[src/rtl/regfile_dump_reader_if.sv]
`default_nettype none
// +--------------------------------------------------------------------------+
// | regfile_dump_reader_if                                                   |
// | Register-file read port plus the valid/ready entry stream of the dumper. |
// | Rev 1.0                                                                  |
// +--------------------------------------------------------------------------+
interface regfile_dump_reader_if #(
   parameter int WIDTH = 32,
   parameter int AW    = 5
);
   logic [AW-1:0]    ra;
   logic [WIDTH-1:0] rd;
   logic             out_valid;
   logic             out_ready;
   logic [AW-1:0]    out_addr;
   logic [WIDTH-1:0] out_data;

   // master = dump reader, slave = register file + consumer side
   modport master (
      output ra,
      input  rd,
      output out_valid,
      input  out_ready,
      output out_addr,
      output out_data
   );

   modport slave (
      input  ra,
      output rd,
      input  out_valid,
      output out_ready,
      input  out_addr,
      input  out_data
   );
endinterface
`default_nettype wire

[src/rtl/regfile_dump_reader.sv]
`default_nettype none
// +--------------------------------------------------------------------------+
// | regfile_dump_reader                                                      |
// | Sweeps every register address and streams (addr, data) entries out.      |
// | Option: REGDUMP_NONZERO_ONLY_EN omits zero-valued registers.             |
// | Rev 1.0                                                                  |
// +--------------------------------------------------------------------------+
module regfile_dump_reader #(
   parameter int WIDTH = 32,
   parameter int DEPTH = 32,
   parameter int AW    = 5
) (
   input  logic                  clk,
   input  logic                  rst_n,
   input  logic                  start_i,
   input  logic                  abort_i,
   output logic                  busy_o,
   output logic                  done_o,
   regfile_dump_reader_if.master bus
);

   typedef enum logic [1:0] {
      S_IDLE  = 2'd0,
      S_SCAN  = 2'd1,
      S_DRAIN = 2'd2
   } state_t;

   localparam logic [AW-1:0] c_LAST_ADDR = AW'(DEPTH - 1);

   state_t           state_q, state_d;
   logic [AW-1:0]    ptr_q, ptr_d;
   logic             out_valid_q, out_valid_d;
   logic [AW-1:0]    out_addr_q, out_addr_d;
   logic [WIDTH-1:0] out_data_q, out_data_d;
   logic             done_q, done_d;

   logic             w_xfer;
   logic             w_slot_free;
   logic             w_last;
   logic             w_skip;

   assign w_xfer      = out_valid_q & bus.out_ready;
   assign w_slot_free = ~out_valid_q | w_xfer;
   assign w_last      = (ptr_q == c_LAST_ADDR);

`ifdef REGDUMP_NONZERO_ONLY_EN
   assign w_skip = (bus.rd == '0);
`else
   assign w_skip = 1'b0;
`endif

   always_ff @(posedge clk or negedge rst_n) begin
      if (!rst_n) begin
         state_q     <= S_IDLE;
         ptr_q       <= '0;
         out_valid_q <= 1'b0;
         out_addr_q  <= '0;
         out_data_q  <= '0;
         done_q      <= 1'b0;
      end else begin
         state_q     <= state_d;
         ptr_q       <= ptr_d;
         out_valid_q <= out_valid_d;
         out_addr_q  <= out_addr_d;
         out_data_q  <= out_data_d;
         done_q      <= done_d;
      end
   end

   always_comb begin
      state_d     = state_q;
      ptr_d       = ptr_q;
      out_valid_d = out_valid_q;
      out_addr_d  = out_addr_q;
      out_data_d  = out_data_q;
      done_d      = 1'b0;

      unique case (state_q)
         S_IDLE: begin
            // done_q marks the first IDLE cycle, where a new start is not honoured
            if (start_i && !abort_i && !done_q) begin
               state_d = S_SCAN;
               ptr_d   = '0;
            end
         end

         S_SCAN: begin
            if (abort_i) begin
               state_d     = S_IDLE;
               ptr_d       = '0;
               out_valid_d = 1'b0;
            end else if (w_slot_free) begin
               out_valid_d = 1'b0;
               if (!w_skip) begin
                  out_valid_d = 1'b1;
                  out_addr_d  = ptr_q;
                  out_data_d  = bus.rd;
               end
               if (w_last) begin
                  // a skipped final address leaves the slot empty: finish now
                  if (w_skip) begin
                     state_d = S_IDLE;
                     ptr_d   = '0;
                     done_d  = 1'b1;
                  end else begin
                     state_d = S_DRAIN;
                  end
               end else begin
                  ptr_d = ptr_q + AW'(1);
               end
            end
         end

         S_DRAIN: begin
            if (abort_i) begin
               state_d     = S_IDLE;
               ptr_d       = '0;
               out_valid_d = 1'b0;
            end else if (w_xfer) begin
               state_d     = S_IDLE;
               ptr_d       = '0;
               out_valid_d = 1'b0;
               done_d      = 1'b1;
            end
         end

         default: begin
            state_d     = S_IDLE;
            ptr_d       = '0;
            out_valid_d = 1'b0;
         end
      endcase
   end

   assign bus.ra        = ptr_q;
   assign bus.out_valid = out_valid_q;
   assign bus.out_addr  = out_addr_q;
   assign bus.out_data  = out_data_q;
   assign busy_o        = (state_q != S_IDLE);
   assign done_o        = done_q;

endmodule
`default_nettype wire

[src/flat_wrapper.sv]
// flat-port wrapper written by rule: the top's interface ports become plain ports
module regfile_dump_reader_flat 
#(
   parameter int WIDTH = 32,
   parameter int DEPTH = 32,
   parameter int AW    = 5
)
  (clk, rst_n, start_i, abort_i, busy_o, done_o, bus_ra, bus_rd, bus_out_valid, bus_out_ready, bus_out_addr, bus_out_data);
  regfile_dump_reader_if #(.WIDTH(WIDTH), .AW(AW)) bus_i ();
  input  logic clk;
  input  logic rst_n;
  input  logic start_i;
  input  logic abort_i;
  output logic busy_o;
  output logic done_o;
  output wire logic [$bits(bus_i.ra)-1:0] bus_ra;
  input wire logic [$bits(bus_i.rd)-1:0] bus_rd;
  output wire logic [$bits(bus_i.out_valid)-1:0] bus_out_valid;
  input wire logic [$bits(bus_i.out_ready)-1:0] bus_out_ready;
  output wire logic [$bits(bus_i.out_addr)-1:0] bus_out_addr;
  output wire logic [$bits(bus_i.out_data)-1:0] bus_out_data;
  assign bus_ra = bus_i.ra;
  assign bus_i.rd = bus_rd;
  assign bus_out_valid = bus_i.out_valid;
  assign bus_i.out_ready = bus_out_ready;
  assign bus_out_addr = bus_i.out_addr;
  assign bus_out_data = bus_i.out_data;
  regfile_dump_reader #(.WIDTH(WIDTH), .DEPTH(DEPTH), .AW(AW)) u_core (.clk(clk), .rst_n(rst_n), .start_i(start_i), .abort_i(abort_i), .busy_o(busy_o), .done_o(done_o), .bus(bus_i));
endmodule
[config.mk]
export PLATFORM = sky130hd
export DESIGN_NAME = regfile_dump_reader_flat
export DESIGN_NICKNAME = d
export VERILOG_FILES = /design/src/rtl/regfile_dump_reader_if.sv /design/src/rtl/regfile_dump_reader.sv /design/src/flat_wrapper.sv
export SDC_FILE = /design/constraint.sdc
export NUM_CORES = 1
export LEC_CHECK = 0
export CORE_MARGIN = 5
export CORE_UTILIZATION = 46
export CTS_CLUSTER_SIZE = 10
export DETAILED_ROUTE_END_ITERATION = 8
export GPL_TIMING_DRIVEN = 1
export PLACE_DENSITY = 0.91
export SLEW_MARGIN = 20
export SYNTH_ARGS = -nofsm -noshare
export SYNTH_HDL_FRONTEND = slang
export SYNTH_SLANG_ARGS = --single-unit
[constraint.sdc]
create_clock -name clk -period 4.8 [get_ports clk]
set_input_delay 0.48 -clock clk [delete_from_list [all_inputs] [get_ports clk]]
set_output_delay 0.48 -clock clk [all_outputs]
set_load 0.01 [all_outputs]
### Yosys cells after proc, flatten, opt, wreduce, memory -nomap -nowiden

Cells that the tools add are included.
Widths: inputs -> output; s select.

* bits of input ports: 37
* register bits after elaboration: 46

* reduce and logical (&&, ||, !) cells: 10
* muxes and demuxes: 22
* $add $sub $neg: 1
* bitwise logic cells: 5
* equality and inequality tests: 8

Operators with widths (count)
* $mux 5: 6
* $pmux 5 s3: 1
* $mux 2: 6
* $ne 3x2->1 const B: 3
* $reduce_and 4->1: 2
* $mux 1: 7
* $pmux 2 s3: 1
* $reduce_and 3->1: 2
* $add 5x1->5 const B: 1
* $eq 5x5->1 const B: 1
* $ne 3x3->1 const B: 1
* $not 1->1: 3
* $pmux 1 s3: 1
* $eq 2x1->1 const B: 1
* $eq 2x2->1 const B: 1
* $logic_and 1x1->1: 2
* $logic_not 1->1: 2
* $logic_not 2->1: 1
* $ne 2x1->1 const B: 1
* $reduce_bool 2->1: 1
* $and 1x1->1: 1
* $or 1x1->1: 1

### Depth between registers and ports, before layout

* word-level depth: 5
* gate-level depth with buffers: 6
* depth with buffers taken out: 6

### Worst setup path before layout

Ideal clock, no wire load.

* path type: register to register
* start: register u_core.ptr_q[0], in the netlist u_core.bus.ra[0]
* end: register u_core.ptr_q[3], in the netlist u_core.bus.ra[3]
* cell stages (with the launch flop): 7
* arrival time: 1.739 ns
* library setup time: 0.082 ns
* slack: 2.979 ns
* period minus slack after synthesis: 1.821 ns
* required time: 4.718 ns
* path through: dfrtp_1 > ha_1 > and3_1 > ha_1 > nor4b_1 > a41oi_1 > a31oi_1

* longest elaborated chain between the ends: 5
* elaborated cells on any way between the ends: 8

Ends and longest elaborated chain
* from (decl): line regfile_dump_reader.sv:31 `logic [AW-1:0] ptr_q, ptr_d;`
* from (signal assigned): line regfile_dump_reader.sv:62 `ptr_q <= ptr_d;`
* $add 5x1->5: line regfile_dump_reader.sv:109 `ptr_d = ptr_q + AW'(1);`
* $mux 5: line regfile_dump_reader.sv:99 `if (w_last) begin`
* $mux 5: line regfile_dump_reader.sv:92 `end else if (w_slot_free) begin`
* $mux 5: line regfile_dump_reader.sv:88 `if (abort_i) begin`
* $pmux 5 s3: line regfile_dump_reader.sv:78 `unique case (state_q)`

Several ways; a longest one is shown, not always the timed one. The select of a mux whose other input is x is not followed.
A chain may end at the register's enable or synchronous reset.

### Final worst setup path

* start: input bus_out_ready
* end: register u_core.out_data_q[7], in the netlist u_core.bus.out_data[7]

* longest elaborated chain between the ends: 3

Ends and longest elaborated chain
* from (decl): line flat_wrapper.sv:19 `input wire logic [$bits(bus_i.out_ready)-1:0] bus_out_ready;`
* $and 1x1->1: line regfile_dump_reader.sv:42 `assign w_xfer = out_valid_q & bus.out_ready;`
* $or 1x1->1: line regfile_dump_reader.sv:43 `assign w_slot_free = ~out_valid_q | w_xfer;`
* $reduce_and 3->1 (no source line)
* to (signal assigned): line regfile_dump_reader.sv:65 `out_data_q <= out_data_d;`
* to (decl): line regfile_dump_reader.sv:34 `logic [WIDTH-1:0] out_data_q, out_data_d;`

Every way passes these cells.

==> impl_metrics.toml <==
[clock_tree]
path_clk_slew_ns = 0.08
clock_latency_ns = 0.29
tritoncts = "done"
cts_root_buf = "clkbuf_8"
clockBufferDepth = 2
cts_setup_buffers = 0
ctsHtreeMaxLevel = 2
cts_resized = 0
numCtsBuffers = 5
cts_hold_buf = 0
cts.sinks = 46

[drt]
viasPerCell = 5.24
vias = 1395
drtPass1Iterations = 4
drtAntennaViolNets = 0
drt_iter0_markers = 68
drc_errors = 0
drt-total-wl_um = 4300
wl_per_cell_um = 16.2

[final_layout]
drive_gt1_share_pct = 25.0
layout_common_cells = "clkdlybuf4s50_1 (80), dfrtp_1 (46), mux2_4 (19), mux2_2 (18), inv_1 (7)"
final_cell_area_um2 = 2910
layout.cells.non_filler = 266
finalNetCount = 254
areaGrowthSynthToFinish_pct = 46.8
n_antenna_cell = 0
final_common_cell = "clkdlybuf4s50_1"

[placement]
dp.cells = 258
port_buffers = 81
place_ws_ns = 2.20
place_congestion = 0.891
post_dp_cell_area_um2 = 2810
dp_hpwl_um = 3220

[worst_setup_path]
crit_arrival_ns = 2.45
reg2reg_to = "u_core.bus.ra[3]"
r2r_setup_slack_ns = 2.67
crit_path_start_kind = "primary input"
reg2reg_from = "u_core.bus.ra[0]"
critPathRequiredTime_ns = 4.98
critPathCaptureType = "flip-flop"
crit_type = "in -> reg"
cp_max_fo = 38
r2r_cells = 6

[run_status]
run_status = "finished, final reports clean"

[global_route]
grt_overflow = 0
grt_max_degree = 47
grt_pass1_wl_um = 6860
grt_pass1_vias = 1437
antenna_found_initial = 0
grt_usage_pct = 15.7

[synthesis]
seq_area_frac_synth_pct = 58.2
syn-num-nets = 170
ys_ff_latch = 46
ys_async_sr_fraction_pct = 100
synth.distinct_cells = 33
syn_area_um2 = 1980
synth_top_flop_cell = "dfrtp_1"
syn_area_per_cell_um2 = 15.1
synth_edf_count = 0
synthCells = 131
ys_warn_count = 0

[pwr]
power_density_nw_per_um2 = 447
vdd_drop_max_mv = 0.257
leakagePower_nw = 1.30

[sta]
fin_skew_ns = 0.00324
worst_pin_slew_ns = 1.05
period_minus_slack_ns = 2.27
whs_ns = 0.173
rsz0062_at_grt = "no"
slew_viol_final = 0
finalWorstSetupSlack_ns = 2.53
hold_violations = 0
period_share_pct = 47.3
setup_viol = 0
slew_headroom_pct = 29.8
fin_tns_setup_ns = 0
max_freq_mhz = 440

[floorplanning]
die_area_um2 = 5710
core_um2 = 4090
start_util_pct = 48.4
die_w_um = 75.6
boundaryPins = 82
die_h_um = 75.6
row_count = 23

[run]
cap_violations = 0

[worst_hold_path]
min_path_type = "in -> async"
## Yosys cell counts, types with 2 or more instances
| library cell | n | share of area (%) |
|---|---|---|
| dfrtp_1 | 46 | 58 |
| mux2_4 | 19 | 14 |
| mux2_2 | 18 | 10 |
| inv_1 | 7 | 1.3 |
| nand2_1 | 4 | 0.76 |
| buf_6 | 3 | 1.7 |
| nor2_1 | 3 | 0.57 |
| a21oi_1 | 2 | 0.51 |
| ha_1 | 2 | 1.3 |
| mux2i_1 | 2 | 1.0 |
| nand3_1 | 2 | 0.51 |
| nor3b_1 | 2 | 0.76 |
## registers in the layout (all words and copies together), names as in the netlist
name	flops
u_core.bus.ra	5
u_core.state_q	2
u_core.bus.out_addr	5
u_core.done_o	1
u_core.bus.out_valid	1
u_core.bus.out_data	32
## kinds of logic after synthesis
group | count (synthesis) | synth area share [%]
compound gates | 11 | 4.30
flops | 46 | 58.2
fa+ha+maj | 2 | 1.26
mux | 39 | 25.7
simple gates | 22 | 7.33
buf+inv | 11 | 3.29
## report_power, final
part           internal (mW)  switching, mW
sequential             0.496         0.0675
clock                  0.116          0.126
combinational          0.327          0.168
total                  0.939          0.362
## through the flow
stage | util [%] | power (mW)
final | 71.1 | 1.30
after global routing | 71.1 | 1.37
after CTS | 71.1 | 1.32
after detailed placement | 68.7 | 1.07
after global placement | 68.7 | 1.06
after floorplan | - | 0.779
## cell type report
type                    count  area [µm²]
fillers                   297        1180
flip-flops and latches     46        1150
repair buffers             81         808
multi-input cells          74         763
clock buffers               6        82.6
well taps                  50        62.6
inverters                   7        26.3
clock inverters             2        12.5
## worst max-delay path, stage by stage
cell             delay, ns
clkdlybuf4s50_1       0.41
or2b_2                0.34
nand2_2               0.77
mux2_2                0.42
## worst max path at each step
stage	from	to	slack [ns]	depth (start not counted)
global placement	abort_i	u_core.bus.out_data[10]	2.23	4
detailed placement	bus_out_ready	u_core.bus.out_data[9]	2.20	4
floorplan	u_core.bus.ra[0]	u_core.bus.ra[3]	2.98	6
CTS	bus_out_ready	u_core.bus.out_data[17]	2.52	4
global route	abort_i	u_core.bus.out_data[17]	2.42	4
finish	bus_out_ready	u_core.bus.out_data[7]	2.53	4
## per-layer routing
layer	GRT usage, %	wire [µm]
met3	3.96	434
met2	25.5	2010
met4	4.66	51
met1	20.9	1800
met5	0	0
(Power assumes the default switching activity.)
